--- config.mk ---
export PLATFORM = sky130hd
export DESIGN_NAME = mem_stage_ctrl
export DESIGN_NICKNAME = d
export VERILOG_FILES = /design/src/rtl/cpu_types_pkg.sv /design/src/rtl/llsc_link_reg.sv /design/src/rtl/mem_stage_ctrl.sv
export SDC_FILE = /design/constraint.sdc
export NUM_CORES = 1
export LEC_CHECK = 0
export CAP_MARGIN = 20
export CORE_AREA = 2 2 105 107
export CTS_CLUSTER_DIAMETER = 150
export DETAILED_ROUTE_END_ITERATION = 8
export DIE_AREA = 0 0 107 109
export PLACE_DENSITY = 0.7
export SYNTH_ARGS = -nofsm -noshare
export SYNTH_HDL_FRONTEND = slang
export SYNTH_SLANG_ARGS = --single-unit
--- constraint.sdc ---
create_clock -name CLK -period 2.45 [get_ports CLK]
set_clock_uncertainty 0.2 [all_clocks]
set_input_delay 0.735 -clock CLK [delete_from_list [all_inputs] [get_ports CLK]]
set_output_delay 0.735 -clock CLK [all_outputs]
set_load 0.05 [all_outputs]
--- src/rtl/cpu_types_pkg.sv ---
// Shared CPU types: machine word, memory-stage FSM states and SC writeback codes.
package cpu_types_pkg;

  typedef logic [31:0] word_t;

  typedef enum logic [1:0] {IDLE, ACCESS, HOLD} memstate_t;

  localparam word_t SC_PASS = 32'd1;
  localparam word_t SC_FAIL = 32'd0;

endpackage

--- src/rtl/llsc_link_reg.sv ---
// LL/SC link register: holds the linked word address and its valid bit, and reports
// address/snoop matches at word granularity.
module llsc_link_reg #(
  parameter int unsigned WORD_W   = 32,
  parameter int unsigned LINK_LSB = 2
) (
  input  logic              clk,
  input  logic              rst,
  input  logic              ll_hit,
  input  logic              store_hit,
  input  logic [WORD_W-1:0] addr,
  input  logic              snoop_inv,
  input  logic [WORD_W-1:0] snoop_addr,
  output logic              link_valid,
  output logic              addr_match,
  output logic              snoop_match
);

  logic [WORD_W-1:LINK_LSB] link_addr;
  logic                     snoop_hits_new;

  assign addr_match     = (link_addr == addr[WORD_W-1:LINK_LSB]);
  assign snoop_match    = (link_addr == snoop_addr[WORD_W-1:LINK_LSB]);
  // An invalidate racing an LL to the same word leaves the new link dead.
  assign snoop_hits_new = snoop_inv & (snoop_addr[WORD_W-1:LINK_LSB] == addr[WORD_W-1:LINK_LSB]);

  always_ff @(posedge clk or posedge rst) begin
    if (rst) begin
      link_valid <= 1'b0;
      link_addr  <= '0;
    end else if (ll_hit) begin
      link_addr  <= addr[WORD_W-1:LINK_LSB];
      link_valid <= ~snoop_hits_new;
    end else if ((store_hit & addr_match) | (snoop_inv & snoop_match)) begin
      link_valid <= 1'b0;
    end
  end

endmodule

--- src/rtl/mem_stage_ctrl.sv ---
// Memory-stage controller: dcache handshake, load capture, MEM/WB enable, sticky halt.
// Define MEM_LLSC_EN to enable LL/SC link tracking and a real sc_result.
module mem_stage_ctrl
  import cpu_types_pkg::*;
#(
  parameter int unsigned WORD_W   = 32,
  parameter int unsigned LINK_LSB = 2
) (
  input  logic              CLK,
  input  logic              RST,
  input  logic              dREN_in,
  input  logic              dWEN_in,
  input  logic              datomic_in,
  input  logic [WORD_W-1:0] addr_in,
  input  logic [WORD_W-1:0] store_in,
  input  logic              halt_in,
  input  logic              pipe_stall,
  input  logic              flush_in,
  input  logic              dhit,
  input  logic [WORD_W-1:0] dmemload,
  input  logic              snoop_inv,
  input  logic [WORD_W-1:0] snoop_addr,
  output logic              dmemREN,
  output logic              dmemWEN,
  output logic [WORD_W-1:0] dmemaddr,
  output logic [WORD_W-1:0] dmemstore,
  output logic [WORD_W-1:0] dmemload_out,
  output logic [WORD_W-1:0] sc_result,
  output logic              mem_busy,
  output logic              memwb_enable,
  output logic              halt_out
);

  memstate_t         state;
  logic              halted;
  logic [WORD_W-1:0] load_q;
  logic              req;
  logic              active;
  logic              done;
  logic              sc_fail;

  assign req    = (dREN_in | dWEN_in) & ~halted & ~sc_fail;
  // RST gates the strobes so they drop the instant reset is asserted.
  assign active = ~RST & (state != HOLD) & req;
  assign done   = active & dhit;

  assign dmemREN      = active & dREN_in;
  assign dmemWEN      = active & dWEN_in;
  assign dmemaddr     = addr_in;
  assign dmemstore    = store_in;
  assign dmemload_out = dhit ? dmemload : load_q;
  assign mem_busy     = ~RST & ~dhit & ((state == ACCESS) | ((state == IDLE) & req));
  assign memwb_enable = ~mem_busy & ~pipe_stall;
  assign halt_out     = halted;

`ifdef MEM_LLSC_EN
  logic link_valid;
  logic addr_match;
  logic snoop_match;
  logic sc_op;
  logic sc_now;
  logic sc_q;

  assign sc_op   = datomic_in & dWEN_in;
  // The SC decision is made at issue; an SC already in ACCESS always completes.
  assign sc_fail = sc_op & (state == IDLE) &
                   ~(link_valid & addr_match & ~(snoop_inv & snoop_match));
  assign sc_now  = sc_op & ~sc_fail;

  always_comb begin
    sc_result = WORD_W'(SC_FAIL);
    if (~RST & ((state == HOLD) ? sc_q : sc_now)) sc_result = WORD_W'(SC_PASS);
  end

  always_ff @(posedge CLK or posedge RST) begin
    if (RST) sc_q <= 1'b0;
    else if (done) sc_q <= sc_now;
  end

  llsc_link_reg #(
    .WORD_W   (WORD_W),
    .LINK_LSB (LINK_LSB)
  ) u_link (
    .clk         (CLK),
    .rst         (RST),
    .ll_hit      (done & dREN_in & datomic_in),
    .store_hit   (done & dWEN_in),
    .addr        (addr_in),
    .snoop_inv   (snoop_inv),
    .snoop_addr  (snoop_addr),
    .link_valid  (link_valid),
    .addr_match  (addr_match),
    .snoop_match (snoop_match)
  );
`else
  logic unused_llsc;

  assign sc_fail     = 1'b0;
  assign sc_result   = WORD_W'(SC_PASS);
  assign unused_llsc = ^{datomic_in, snoop_inv, snoop_addr};
`endif

  always_ff @(posedge CLK or posedge RST) begin
    if (RST) begin
      state  <= IDLE;
      halted <= 1'b0;
      load_q <= '0;
    end else begin
      if (halt_in & memwb_enable) halted <= 1'b1;
      if (dmemREN & dhit) load_q <= dmemload;
      unique case (state)
        IDLE: begin
          if (req) begin
            if (!dhit) state <= ACCESS;
            else if (pipe_stall) state <= HOLD;
          end
        end
        ACCESS: begin
          if (dhit) state <= pipe_stall ? HOLD : IDLE;
        end
        HOLD: begin
          // Parked until the stall clears, so the access is never re-issued.
          if (!pipe_stall || flush_in) state <= IDLE;
        end
        default: state <= IDLE;
      endcase
    end
  end

endmodule

==> out/results.tsv, run 1 <==
stage	metric	value	unit
power_and_ir_drop	Max VDD drop	300	uV
route	vias	1545	
die	Die Area	11700	um^2
timing	final hold vios	0	
setup_path	Slowest-stage cell, CP	mux2_4	
route	Initial DRC Count	30	
grt	gr ovfl total	0	
setup_path	crit path kind	input port to output pin	
timing	fin crit share	99.4	%
cts	total clock buffers created by CTS	5	
synthesis	main combinational cell family by area after synthesis	buffers and inverters	
synthesis	dominant cell type by area after synthesis	dfrtp_1	
timing	RSZ-0062 raised after global routing	true	
min_path	HP Class	flop to flop	
cts	CTS tree	yes	
setup_path	CP required	1510	ps
grt	vias in the first global route	1597	
placed_design	pre-CTS setup slack	-506	ps
grt	GRT Total Usage	10.4	%
placed_design	input/output buffers	76	
cells_and_area	share of cells above drive strength 1	53.4	%
route	Final ANT Viol Nets	0	
synthesis	mux contribution to synthesized area	28.7	%
die	DIE WIDTH	107	um
grt	global-route wire length before repair	9090	um
synthesis	Synth cell types	19	
synthesis	Syn Inst Count	223	
synthesis	Seq cells post-synth	35	
placed_design	routability congestion estimate	0.689	
setup_path	Startpoint Class	input port	
run_status	status	finished clean	
cells_and_area	cell area after layout	3350	um^2
cells_and_area	commonest non-fill, non-tap cells in the layout	35 x dfrtp_1, 33 x dlygate4sd2_1, 32 x conb_1, 32 x buf_8, 31 x mux2_4	
die	Die H	109	um
cells_and_area	most common cell after layout, fill and taps aside	dfrtp_1	
setup_path	flop2flop setup slack	650	ps
synthesis	post-synthesis adder-cell area fraction	0	%
route	Routed wire per std cell	15.8	um
setup_path	crit path capture type	output pin	
cts	Reg clk slew, reported paths	80	ps
cts	Clk Tree Root Cell	clkbuf_8	
cts	CTS Buffer Depth	2	
synthesis	Ys Warns	0	
cts	H-tree depth	2	
die	Starting Density	23.7	%
power_and_ir_drop	Total Power	2.04	mW
route	drt total wl	6180	um
power_and_ir_drop	pwr dens	609	nW/um^2
grt	initial antenna violation count	1	
timing	Fmax	411	MHz
route	Pre-Repair DR Iteration Count	3	
die	Std-Cell Core Area	10600	um^2
cells_and_area	Layout Nets	386	
run	max_cap viols	0	
cts	CTS sink cnt	35	
synthesis	Avg Inst Size Synth	11.3	um^2
setup_path	top fanout value on the critical path	11	
power_and_ir_drop	Lkg Pwr	1.65	nW
synthesis	Seq/Total Area, Yosys	34.9	%
cells_and_area	area delta synth->final	33.6	%
cts	CTS hold repair buffers	0	
die	row count	38	
placed_design	Post-DP Area	2840	um^2
timing	worst hold slack	287	ps
setup_path	crit path cell chain	buf_12 > buf_12 > mux2_4 > buf_8	
timing	min Tclk post-route	2440	ps
timing	setup ws final	14.5	ps
grt	pin count of the biggest net entering global routing	33	
route	Vias/cell	3.96	
synthesis	Compound-Gate Fraction of Synth Area	1.44	%
setup_path	Arr. time, crit path	1500	ps
synthesis	ranking of synthesized cells by area	dfrtp_1 35%, buf_4 29%, mux2_2 27%, mux2_1 1.8%, buf_6 1.3%	
placed_design	DP Wirelength	4350	um
cts	worst skew pair latency	290	ps
setup_path	Top cell by count, worst path	buf_12	
timing	final setup fails	0	
synthesis	Synth Area in Simple Gates	3.29	%
synthesis	Post-Synth XOR/XNOR Area	0	%
route	DRC	0	
synthesis	area share of the largest cell type after synthesis	34.9	%
setup_path	slowest stage delay, CP	330	ps
timing	Final Max Tran Viols	0	
synthesis	cell area after synthesis	2510	um^2
die	num ports	271	
==> per-stage QoR <==
step / util [%] / instances / setup TNS [ps]
final: 31.6 / 390 / 0
after global placement: 26.8 / 378 / -10050
after global routing: 31.6 / 390 / -58.8
after floorplan: - / 253 / -789
after detailed placement: 26.8 / 378 / -10550
after CTS: 31.3 / 388 / -76.9
==> state kept, by name (all words and copies together), names as in the netlist <==
signal	cells
halt_out	1
load_q	32
state	2
==> Yosys cell counts (all sizes together) <==
cell type / instances
o21ai: 2
nor4: 1
mux2: 64
nor2b: 1
and2: 3
inv: 3
dfrtp: 35
conb: 2
a31o: 1
nand3b: 1
nor3: 2
buf: 103
o21bai: 1
nand2: 2
nor2: 1
o21ba: 1
==> report_power, final <==
part,switching (mW),leakage (nW),internal [mW]
registers,0.0405,0.455,0.656
clock network,0.231,0.0484,0.231
logic,0.499,1.14,0.386
==> timing repair <==
| action | in CTS | in global routing |
|---|---|---|
| gates cloned | 1 | 0 |
| endpoints found under the setup margin | 36 | 31 |
| setup buffers | 1 | 1 |
| hold endpoints to repair | 0 | 0 |
| gates resized for setup | 153 | 6 |
| pin swaps | 4 | 4 |
==> area by class of cell <==
cell class	instances	area, um^2
diodes	1	2.50
repair buffers	91	1080
well taps	140	175
multi-input cells	112	1120
fillers	1069	7250
inverters	3	11.3
clock inverters	1	8.76
clock buffers	7	86.3
flip-flops and latches	35	876
==> worst max-delay path: cells and delay by family <==
kind	cells	cell delay (ps)
buf+inv	3	420
mux	1	330
==> metal layers <==
layer  wire, um  vias up  global-route usage [%]
met4        227        0                    4.55
met5          0        -                       0
li1           -      664                       -
met1       2080      751                    10.6
met3        667       28                    4.96
met2       3210      102                    18.2
==> worst paths after layout <==
path	start	to	cells after the start
worst max-delay path	dhit	dmemload_out[16]	4
worst min-delay path	load_q[7]$_DFFE_PP0P_	load_q[7]$_DFFE_PP0P_	1
worst max register to register	state[1]$_DFFE_PP0P_	load_q[6]$_DFFE_PP0P_	4
worst min register to register	load_q[7]$_DFFE_PP0P_	load_q[7]$_DFFE_PP0P_	1
max in group asynchronous	RST	load_q[4]$_DFFE_PP0P_	4
min in group asynchronous	RST	load_q[26]$_DFFE_PP0P_	4
==> kinds of logic after synthesis <==
| logic type | after synthesis |
|---|---|
| other | 2 |
| AOI/OAI and AO/OA | 5 |
| buffers and inverters | 106 |
| muxes | 64 |
| DFF | 35 |
| and+or+nand+nor | 11 |
Power figures use the tool's default switching activity.
==> inputs of run 2 (changes only) <==
--- a/config.mk
+++ b/config.mk
@@ -10,6 +10,7 @@
 export CTS_CLUSTER_DIAMETER = 150
 export DETAILED_ROUTE_END_ITERATION = 8
 export DIE_AREA = 0 0 107 109
+export GPL_TIMING_DRIVEN = 0
 export PLACE_DENSITY = 0.7
 export SYNTH_ARGS = -nofsm -noshare
 export SYNTH_HDL_FRONTEND = slang
==> run 2 against run 1 <==
Hold slack gained 6.4 ps. Global-route usage increased by 1.4 points. Die area stayed put. Critical endpoint is now memwb_enable. Largest cell class is now non-clock buffers.
==> out/results.tsv, run 2 (same netlist as run 1, synthesis figures left out) <==
stage	metric	value	unit	change
placed_design	input/output buffers	139		+83%
power_and_ir_drop	Flop pwr share	28.8	%	-5.3 points
setup_path	Startpoint Class	input port		
cells_and_area	max reg flops	32		unchanged
setup_path	CP bufs+invs	2		-1
grt	vias in the first global route	2060		+29%
route	Vias/cell	3.91		-1.3%
die	DIE WIDTH	107	um	unchanged
grt	pin count of the biggest net entering global routing	36		+9.1%
power_and_ir_drop	Clk pwr share	17.9	%	-4.7 points
timing	final setup fails	0		unchanged
route	Initial DRC Count	28		-6.7%
timing	min Tclk post-route	2430	ps	-4.22 ps
setup_path	CP required	1510	ps	about the same
power_and_ir_drop	Comb pwr share	53.3	%	+10 points
run_status	status	finished clean		
setup_path	r2r worst-path depth	4		unchanged
cells_and_area	# fillers	1046		-2.2%
power_and_ir_drop	Lkg Pwr	2.47	nW	+50%
cells_and_area	commonest non-fill, non-tap cells in the layout	103 x buf_4, 98 x dlygate4sd2_1, 35 x dfrtp_1		
timing	setup ws final	18.8	ps	+4.22 ps
setup_path	crit path capture type	output pin		
cells_and_area	area delta synth->final	85.6	%	
cts	CTS hold repair buffers	0		unchanged
power_and_ir_drop	pwr dens	517	nW/um^2	-15%
cells_and_area	Finished Layout Cells	548		+41%
timing	final hold vios	0		unchanged
placed_design	pre-CTS setup slack	-1120	ps	-609 ps
timing	Fmax	411	MHz	+0.17%
die	Starting Density	23.7	%	unchanged
setup_path	slowest stage delay, CP	220	ps	-110 ps
cells_and_area	Storage cell area	876	um^2	unchanged
route	DRC	0		unchanged
cells_and_area	area of the multi-input gates	1120	um^2	-0.11%
run	max_cap viols	0		unchanged
setup_path	Arr. time, crit path	1500	ps	about the same
die	num ports	271		unchanged
cts	CTS Buffer Depth	2		unchanged
cells_and_area	Inserted Diodes	0		-1
cells_and_area	Layout Nets	545		+41%
grt	GRT Total Usage	11.8	%	+1.4 points
setup_path	top fanout value on the critical path	3		-8
route	vias	2143		+39%
timing	fin crit share	99.2	%	-0.17 points
route	Routed wire per std cell	13.9	um	-12%
cells_and_area	most common cell after layout, fill and taps aside	buf_4		
setup_path	Top delay family on crit path	compound AO/OA/AOI/OAI gates		
placed_design	DP Wirelength	5680	um	+31%
die	Die Area	11700	um^2	unchanged
power_and_ir_drop	Total Power	2.41	mW	+18%
placed_design	placed insts	532		+41%
grt	initial antenna violation count	1		unchanged
route	drt total wl	7630	um	+23%
route	Pre-Repair DR Iteration Count	4		+1
die	Std-Cell Core Area	10600	um^2	unchanged
cts	Reg clk slew, reported paths	80	ps	about the same
cts	CTS tree	yes		
min_path	hold path depth	1		unchanged
placed_design	routability congestion estimate	0.721		+4.6%
setup_path	crit path kind	input port to output pin		
route	Final ANT Viol Nets	0		unchanged
cells_and_area	share of cells above drive strength 1	55.4	%	+2.0 points
setup_path	CP Depth	5		+1
power_and_ir_drop	Max VDD drop	324	uV	+7.8%
cts	worst skew pair latency	290	ps	about the same
timing	Final Max Tran Viols	0		unchanged
cts	CTS sink cnt	35		unchanged
cts	Clk Tree Root Cell	clkbuf_8		
timing	Worst-Margin Slew	775	ps	
grt	global-route wire length before repair	10600	um	+16%
min_path	HP Class	flop to flop		
setup_path	Slowest-stage cell, CP	o21ba_4		
cells_and_area	Top reg by flops	load_q		
grt	gr ovfl total	0		unchanged
die	row count	38		unchanged
timing	Slew headroom	48.2	%	
cts	total clock buffers created by CTS	5		unchanged
power_and_ir_drop	switching part of the total	41.9	%	+4.1 points
die	Die H	109	um	unchanged
setup_path	crit path cell chain	buf_6 > o21ba_4 > o21ai_4 > and2_4 > buf_8		
cts	H-tree depth	2		unchanged
power_and_ir_drop	internal power	1.40	mW	+10%
power_and_ir_drop	Switch Pwr	1.01	mW	+31%
[run 2: changes by cell type in the layout (fill, tap and decap cells not counted), sizes merged]
cell | before | now
dlygate4sd2 | 33 | 98
diode | 1 | 0
clkinvlp | 0 | 1
buf | 56 | 148
clkbuf | 7 | 8
[run 2: stage by stage]
stage	hold WS [ps]	area [um^2]	TNS (ps)	utilization [%]
floorplan	254	2630	-789	-
global placement	264	4190	-53550	39.5
detailed placement	276	4190	-42710	39.5
CTS	297	4560	-9.04	43.0
global route	334	4660	-7.71	43.9
finish	293	4660	0	43.9
[run 2: worst register-to-register path: cells and delay by family, from the launching register on]
kind	cells	cell delay (ps)
buffers and inverters	1	240
and+or+nand+nor	2	610
muxes	1	350
DFF	1	430
[run 2: power by group through the flow]
stage / Combinational (mW) / Clock (mW) / Sequential, mW
floorplan: 0.843 / 0 / 0.692
global placement: 1.15 / 0 / 0.699
detailed placement: 1.16 / 0 / 0.704
CTS: 1.28 / 0.461 / 0.696
global route: 1.34 / 0.483 / 0.707
finish: 1.28 / 0.431 / 0.695
[run 2: final timing paths]
kind	slack, ps	start	end
max	20	dWEN_in	memwb_enable
min	290	load_q[15]$_DFFE_PP0P_	load_q[15]$_DFFE_PP0P_
max reg2reg	510	state[1]$_DFFE_PP0P_	load_q[9]$_DFFE_PP0P_
min reg2reg	290	load_q[15]$_DFFE_PP0P_	load_q[15]$_DFFE_PP0P_
max in group asynchronous	1120	RST	load_q[8]$_DFFE_PP0P_
min in group asynchronous	440	RST	load_q[27]$_DFFE_PP0P_
[run 2: per-layer routing]
layer / vias up / track usage, % / routed length [um]
met1: 1023 / 11.7 / 2540
met3: 10 / 4.54 / 797
met4: 2 / 2.78 / 64
met2: 130 / 23.1 / 4210
met5: - / 0 / 13
li1: 978 / - / -
[run 2: what timing repair did]
item,4_1_cts,5_1_grt
cloned,1,2
setup buffers,0,5
gates resized for setup,450,7
endpoints found under the setup margin,103,19
pin swaps,4,4
endpoints found under the hold margin,0,0
[run 2: final cells by class]
cell class                      instances  area share [%]
Clock inverter                          2           0.269
Timing Repair Buffer                  147            33.4
Tap cell                              140            3.76
Buffer                                103            18.1
Sequential cell                        35            18.8
Clock buffer                            6            1.56
Multi-Input combinational cell        112            24.0
Inverter                                3           0.242
==> inputs of run 3 (changes only) <==
--- a/config.mk
+++ b/config.mk
@@ -5,6 +5,7 @@
 export SDC_FILE = /design/constraint.sdc
 export NUM_CORES = 1
 export LEC_CHECK = 0
+export ABC_CLOCK_PERIOD_IN_PS = 2450
 export CAP_MARGIN = 20
 export CORE_AREA = 2 2 105 107
 export CTS_CLUSTER_DIAMETER = 150
==> results of run 3 <==
Final layout, timing and power as in run 2 (identical DEF).
